==> src/rtl/uart_pkg.sv <==
// Shared types and constants for the counter UART transmitter.
// Imported by the transmitter top.
package uart_pkg;

  typedef enum logic [1:0] {
    IDLE,
    START,
    DATA,
    STOP
  } uart_state_t;

  localparam int   UART_DATA_BITS = 8;
  localparam logic UART_IDLE_LVL  = 1'b1;

endpackage

==> src/rtl/uart_baud_gen.sv <==
// Baud counter: one bit_end strobe every CLKS_PER_BIT enabled cycles.
// Held at zero while the transmitter is idle.
module uart_baud_gen #(
  parameter int CLKS_PER_BIT = 16,
  parameter int CNT_W        = $clog2(CLKS_PER_BIT)
) (
  input  logic clk,
  input  logic rst,
  input  logic run,
  input  logic en,
  output logic bit_end
);

  localparam logic [CNT_W-1:0] LAST = CNT_W'(CLKS_PER_BIT - 1);

  logic [CNT_W-1:0] cnt_q, cnt_d;

  assign bit_end = run & en & (cnt_q == LAST);

  always_comb begin
    cnt_d = cnt_q;
    if (!run) begin
      cnt_d = '0;
    end else if (en) begin
      cnt_d = bit_end ? '0 : cnt_q + 1'b1;
    end
  end

  always_ff @(posedge clk) begin
    if (rst) begin
      cnt_q <= '0;
    end else begin
      cnt_q <= cnt_d;
    end
  end

endmodule

==> src/rtl/count_uart_tx.sv <==
// UART 8N1 transmitter for the counter value, with a one-entry
// holding register so the next byte can queue during a frame.
module count_uart_tx
  import uart_pkg::*;
#(
  parameter int CLKS_PER_BIT = 16,
  parameter int CNT_W        = $clog2(CLKS_PER_BIT)
) (
  input  logic       clk,
  input  logic       rst,
  input  logic       en,
  input  logic       s_valid,
  input  logic [7:0] s_data,
  output logic       s_ready,
  output logic       tx,
  output logic       busy,
  output logic       frame_done
);

  localparam int DW    = UART_DATA_BITS;
  localparam int IDX_W = $clog2(DW);
  localparam logic [IDX_W-1:0] LAST_IDX = IDX_W'(DW - 1);

  uart_state_t      state_q, state_d;
  logic [DW-1:0]    hold_q, hold_d;
  logic [DW-1:0]    shift_q, shift_d;
  logic [IDX_W-1:0] idx_q, idx_d;
  logic             hvld_q, hvld_d;
  logic             tx_q, tx_d;
  logic             done_q, done_d;
  logic             run, accept, bit_end;

  assign run     = (state_q != IDLE);
  assign accept  = s_valid & ~hvld_q;

  uart_baud_gen #(
    .CLKS_PER_BIT(CLKS_PER_BIT),
    .CNT_W       (CNT_W)
  ) u_baud (
    .clk    (clk),
    .rst    (rst),
    .run    (run),
    .en     (en),
    .bit_end(bit_end)
  );

  always_comb begin
    state_d = state_q;
    hold_d  = hold_q;
    hvld_d  = hvld_q;
    shift_d = shift_q;
    idx_d   = idx_q;
    done_d  = 1'b0;
    if (accept) begin
      hold_d = s_data;
      hvld_d = 1'b1;
    end
    unique case (state_q)
      IDLE: begin
        if (hvld_q & en) begin
          shift_d = hold_q;
          hvld_d  = 1'b0;
          state_d = START;
        end
      end
      START: begin
        if (bit_end) begin
          idx_d   = '0;
          state_d = DATA;
        end
      end
      DATA: begin
        if (bit_end) begin
          shift_d = shift_q >> 1;
          if (idx_q == LAST_IDX) begin
            state_d = STOP;
          end else begin
            idx_d = idx_q + 1'b1;
          end
        end
      end
      STOP: begin
        if (bit_end) begin
          done_d = 1'b1;
          // Chain straight into the next frame when a byte waits.
          if (hvld_q) begin
            shift_d = hold_q;
            hvld_d  = 1'b0;
            state_d = START;
          end else begin
            state_d = IDLE;
          end
        end
      end
      default: state_d = IDLE;
    endcase
    unique case (state_d)
      START:   tx_d = 1'b0;
      DATA:    tx_d = shift_d[0];
      default: tx_d = UART_IDLE_LVL;
    endcase
  end

  always_ff @(posedge clk) begin
    if (rst) begin
      state_q <= IDLE;
      hold_q  <= '0;
      hvld_q  <= 1'b0;
      shift_q <= '0;
      idx_q   <= '0;
      tx_q    <= UART_IDLE_LVL;
      done_q  <= 1'b0;
    end else begin
      state_q <= state_d;
      hold_q  <= hold_d;
      hvld_q  <= hvld_d;
      shift_q <= shift_d;
      idx_q   <= idx_d;
      tx_q    <= tx_d;
      done_q  <= done_d;
    end
  end

  assign s_ready    = ~hvld_q;
  assign busy       = run | hvld_q;
  assign tx         = tx_q;
  assign frame_done = done_q;

endmodule

==> config.mk <==
export PLATFORM = sky130hd
export DESIGN_NAME = count_uart_tx
export DESIGN_NICKNAME = d
export VERILOG_FILES = /design/src/rtl/uart_pkg.sv /design/src/rtl/uart_baud_gen.sv /design/src/rtl/count_uart_tx.sv
export SDC_FILE = /design/constraint.sdc
export NUM_CORES = 1
export LEC_CHECK = 0
export CAP_MARGIN = 10
export CORE_MARGIN = 10
export CORE_UTILIZATION = 55
export CTS_CLUSTER_DIAMETER = 30
export CTS_CLUSTER_SIZE = 8
export DETAILED_ROUTE_END_ITERATION = 12
export PLACE_DENSITY = 0.78
export SLEW_MARGIN = 5
export SYNTH_ARGS = -nofsm -noshare
export SYNTH_HDL_FRONTEND = slang
export SYNTH_SLANG_ARGS = --single-unit
==> constraint.sdc <==
create_clock -name clk -period 2.8 [get_ports clk]
set_clock_uncertainty 0.2 [all_clocks]
set_input_delay 0.28 -clock clk [delete_from_list [all_inputs] [get_ports clk]]
set_output_delay 0.28 -clock clk [all_outputs]
set_load 0.05 [all_outputs]
==> results.yml, run 1 <==
synth:
  synth_nets: 174
  synth_most_common_cell: "dfxtp_1"
  netlist_area_um2: 1433
  yosys.area.top_type: "dfxtp_1"
  synth.distinct_cells: 37
  synth_common_cells: "dfxtp_1, nor2_1, a21oi_1, mux2i_1"
  synthTopCellsByArea: "dfxtp_1, ha_1, mux2i_1"
  async_reset_ff_share_pct: 0
  synth_edf_count: 0
  ys_warn_count: 0
  syn_area_per_cell_um2: 9.303
  ys.flop_type: "dfxtp_1"
  ys_seq_elements: 28
  synthCells: 154
  synth_seq_area_share_pct: 39.13
  netlist.area_leader.share_pct: 39.13
floorplanning:
  dieArea_um2: 5046
  die_y_um: 71.04
  core_um2: 2477
  ios: 16
  num_rows: 18
  start_util_pct: 57.83
  die_w_um: 71.04
critical_path:
  setup.worst_path.start: "state_q[1]"
  path_delay_family: "compound AO/OA/AOI/OAI gates"
  cp-end-kind: "flip-flop"
  worst_setup_path_start_kind: "flip-flop"
  cpMaxStageDelayCell: "dfxtp_1"
  cp.arrival_ns: 2.56
  crit_type: "flip-flop to flip-flop"
  ff2ff_path_depth: 7
  r2r_slack_ns: 0.28
  slowest_delay_ns: 0.49
  regToRegStartpoint: "state_q[1]"
  timing.rr.end: "tx"
  crit_chain: "inv_1 -> ha_1 -> a21boi_1 -> o41a_1 -> a221o_1 -> nor4b_2 -> nor2_1"
  cp_num_buf_inv: 1
  cp_max_fo: 13
  worstPathRequired_ns: 2.84
sta:
  finalSetupTns_ns: 0
  tightest_slew_ns: 0.5598
  setup_viol: 0
  rsz0062_at_grt: "no"
  max_slew_margin_pct: 62.68
  min_period_ns: 2.525
  finalHoldViolations: 0
  finalCritPeriodShare_pct: 90.17
  fmax_ghz: 0.3961
  drv_slew: 0
  hold_ws_ns: 0.2780
drt:
  vias_per_cell: 6.005
  drc: 0
  routed-via-count: 1177
  drt_iter0_markers: 54
  totalWireLength_um: 2968
  firstDrtPassIters: 4
  wl_per_cell_um: 15.14
  ant_nets: 0
clock_tree:
  root_buffer: "clkbuf_4"
  clk_latency_ns: 0.33
  clk_path_buf_depth: 2
  post_cts_buffers: 0
  cts_hold_buffers: 0
  cts_buffers: 3
  clk_pin_slew_worst_paths_ns: 0.15
  cts_tree: "built"
  h-tree-depth: 1
  cts.sinks: 28
grt:
  grt_pass1_wl_um: 5188
  overflow: 0
  antenna_found_initial: 0
  grt_usage_pct: 11.72
  grt_max_degree: 19
  grt_pass1_vias: 1162
finish:
  multi_input_area_um2: 793.3
  n_antenna_cell: 0
  drive_above_1_share_pct: 10.24
  nNetsFinal: 187
  regArea_um2: 560.5
  syn_to_final_growth_pct: 15.90
  fillCellCount: 213
min_path:
  min_path_cells: 2
  min-delay-start: "shift_q[7]"
  hold_path_class: "flip-flop to flip-flop"
  hold-path-endpoint: "shift_q[7]"
power_and_ir_drop:
  p_total_mw: 1.181
  p_leak_nw: 0.6444
  pwr_density_cell_nw_per_um2: 711.5
  vdd_drop_max_mv: 0.5069
placed_design:
  dpl.hpwl_um: 2173
  place_congestion: 0.8233
  numPortBuffers: 15
outcome:
  status: "completed"
run:
  maxCapViolations: 0
layout by cell type, fill, tap and decap left out, types with 6 or more instances in the layout:
cell type        count
a21oi_1             10
a22oi_1              9
a311oi_1             6
buf_4                6
clkdlybuf4s50_1     14
dfxtp_1             28
ha_1                 8
mux2i_1             10
nand2_1              9
nor2_1              18
nor3_1               6
where the power goes:
part           total, mW  internal [mW]  switching [mW]
logic              0.415          0.163           0.252
registers          0.505          0.460          0.0447
clock network      0.261          0.145           0.116
flip-flops by register name (all words and copies together), names as in the netlist:
register      count
hvld_q            1
u_baud.cnt_q      4
state_q           2
shift_q           8
frame_done        1
hold_q            8
tx                1
idx_q             3
worst register-to-register path, delay by kind of cell, from the launching register on:
kind            cells  cell delay (ns)
compound gates      3             0.96
flops               1             0.49
fa+ha+maj           1             0.36
simple gates        2             0.29
buf+inv             1             0.13
layer usage:
| metal | part of all wire (%) | vias up | track usage (%) |
|---|---|---|---|
| met5 | 0 | - | 0 |
| met2 | 51 | 29 | 21.27 |
| met4 | 0.30 | 0 | 2.151 |
| li1 | - | 587 | - |
| met1 | 45 | 559 | 13.77 |
| met3 | 3.7 | 2 | 2.510 |
kinds of logic after synthesis:
family | share of synthesized area [%]
and+or+nand+nor | 17.82
AOI/OAI and AO/OA | 20.61
muxes | 8.559
adders and majority gates | 6.987
xor gates and xnor gates | 1.223
DFF | 39.13
buffers and inverters | 5.677
what timing repair did:
item                       in CTS  in global routing
resized for setup               0                  2
setup endpoints to repair       0                  6
hold endpoints to repair        0                  0
how the worst max path moves through the flow:
stage | endpoint | cells after the start
final | tx | 7
after global routing | shift_q[6] | 6
after CTS | busy | 4
after detailed placement | shift_q[6] | 6
after global placement | shift_q[5] | 6
after floorplan | tx | 7
metrics by stage:
step | util [%] | cell area, um2 | std cells | worst slack [ns]
global placement | 64.70 | 1603 | 192 | 0.3241
finish | 67.02 | 1660 | 196 | 0.2754
CTS | 66.82 | 1655 | 196 | 0.06079
global route | 67.02 | 1660 | 196 | 0.1002
detailed placement | 64.70 | 1603 | 192 | 0.2136
floorplan | - | 1433 | 154 | 0.5668
cell type report:
| cell class | instances | share of cell area [%] |
|---|---|---|
| Clock buffer | 3 | 1.356 |
| Clock inverter | 1 | 1.809 |
| Inverter | 5 | 1.130 |
| Multi-Input combinational cell | 108 | 47.78 |
| Sequential cell | 28 | 33.76 |
| Tap cell | 30 | 2.261 |
| Timing Repair Buffer | 21 | 11.91 |
Note: power is estimated with default switching activity, not from simulation.
==> run 2: changes to the inputs <==
- CORE_ASPECT_RATIO: default -> 0.7
==> results.yml, run 2 (synthesis results as in run 1) <==
grt:
  overflow: 0
  grt_usage_pct: 13.59
  grt_pass1_vias: 1111
  grt_max_degree: 25
  antenna_found_initial: 0
  grt_pass1_wl_um: 5582
clock_tree:
  cts.sinks: 28
  cts_tree: "built"
  clk_path_buf_depth: 2
  h-tree-depth: 1
  root_buffer: "clkbuf_8"
  clk_pin_slew_worst_paths_ns: 0.10
  clk_latency_ns: 0.28
  cts_buffers: 3
min_path:
  min_path_cells: 2
  hold_path_class: "flip-flop to flip-flop"
floorplanning:
  core_um2: 2477
  dieArea_um2: 5079
  die_y_um: 62.70
  die_w_um: 81
  ios: 16
  start_util_pct: 57.83
  num_rows: 15
drt:
  drc: 0
  routed-via-count: 1210
  firstDrtPassIters: 4
  wl_per_cell_um: 16.13
  totalWireLength_um: 3242
  ant_nets: 0
  drt_iter0_markers: 100
  vias_per_cell: 6.020
power_and_ir_drop:
  p_sw_share_pct: 35.28
  pwr_density_cell_nw_per_um2: 746.6
  p_sw_mw: 0.4449
  p_comb_share_pct: 33.5
  p_seq_share_pct: 40.8
  p_int_mw: 0.8162
  vdd_drop_max_mv: 0.4922
  p_leak_nw: 0.6450
  p_clk_share_pct: 25.7
critical_path:
  worst_setup_path_start_kind: "flip-flop"
  ff2ff_path_depth: 8
  cp_max_fo: 11
  crit_type: "flip-flop to output port"
  cp.arrival_ns: 2.15
  worstPathRequired_ns: 2.32
  cp-end-kind: "output port"
finish:
  layout_commonest_cell: "dfxtp_1"
  final_cell_mix: "dfxtp_1, nor2_1, clkdlybuf4s50_1, mux2i_1, a21oi_1"
  n_antenna_cell: 0
  nNetsFinal: 188
  design_area_um2: 1689
  syn_to_final_growth_pct: 17.90
  drive_above_1_share_pct: 10.78
  largestRegisters: "hold_q (8), shift_q (8), u_baud.cnt_q (4)"
run:
  maxCapViolations: 0
sta:
  finalCritPeriodShare_pct: 93.80
  max_slew_margin_pct: 40.65
  drv_slew: 0
  setup_viol: 0
  min_period_ns: 2.626
  finalHoldViolations: 0
  finalSetupTns_ns: 0
  fmax_ghz: 0.3808
  tightest_slew_ns: 0.8875
  hold_ws_ns: 0.2661
  rsz0062_at_grt: "no"
placed_design:
  numPortBuffers: 15
  place_congestion: 0.8087
  dpl.hpwl_um: 2371
  place_area_um2: 1615
outcome:
  status: "completed"
==> run 2: cell count changes in the layout (fill, tap and decap cells not counted), sizes merged <==
cell	before	now
clkdlybuf4s50	14	15
dlymetal6s2s	1	0
buf	6	7
==> run 2: metal layers <==
layer	wire length [um]	GRT usage (%)	up-vias
met4	46	5.172	0
met2	1426	18.85	32
li1	-	-	596
met3	183	4.167	4
met1	1584	18.86	578
met5	0	0	-
==> run 2: repair_timing <==
action	4_1_cts	5_1_grt
buffers inserted	0	0
resized for setup	0	1
hold buffers	0	0
setup endpoints to repair	0	2
==> run 2: metrics by stage <==
step | utilization, % | power (mW) | cells | setup WS, ns
global route | 68.18 | 1.320 | 201 | 0.04653
global placement | 65.20 | 0.9142 | 197 | 0.3260
CTS | 68.08 | 1.257 | 201 | 0.1618
detailed placement | 65.20 | 0.9323 | 197 | 0.2320
floorplan | - | 0.8073 | 154 | 0.5668
finish | 68.18 | 1.261 | 201 | 0.1737
==> run 2: final timing paths <==
check | slack, ns | startpoint | to
worst max register to register | 0.23 | state_q[0] | tx
worst min register to register | 0.27 | shift_q[7] | shift_q[7]
worst min-delay path | 0.27 | shift_q[7] | shift_q[7]
worst max-delay path | 0.17 | state_q[0] | busy
==> run 2: area by class of cell <==
type                       count  area [um2]
clock buffer                   3       41.29
clock inverter                 1       30.03
fill                         201       788.3
inverter                       5       18.77
multi-input combinational    108       793.3
sequential                    28       560.5
tap                           34       42.54
timing repair buffer          22       202.7
==> run 2: power groups by stage <==
| stage | clock network [mW] | registers (mW) | logic (mW) |
|---|---|---|---|
| floorplan | 0 | 0.522 | 0.285 |
| global placement | 0 | 0.515 | 0.399 |
| detailed placement | 0 | 0.519 | 0.414 |
| CTS | 0.330 | 0.512 | 0.415 |
| global route | 0.342 | 0.519 | 0.459 |
| finish | 0.324 | 0.515 | 0.422 |
==> run 2: worst max-delay path: stages (launching register included) <==
cell,delay [ns]
dfxtp_1,0.47
inv_1,0.10
ha_1,0.37
nand2_1,0.12
clkdlybuf4s50_1,0.80
==> run 3: changes to the inputs <==
- CTS_CLUSTER_SIZE: 8 -> 30
- SLEW_MARGIN: 5 -> 10
==> results of run 3 <==
Final layout, timing and power as in run 2 (identical DEF).
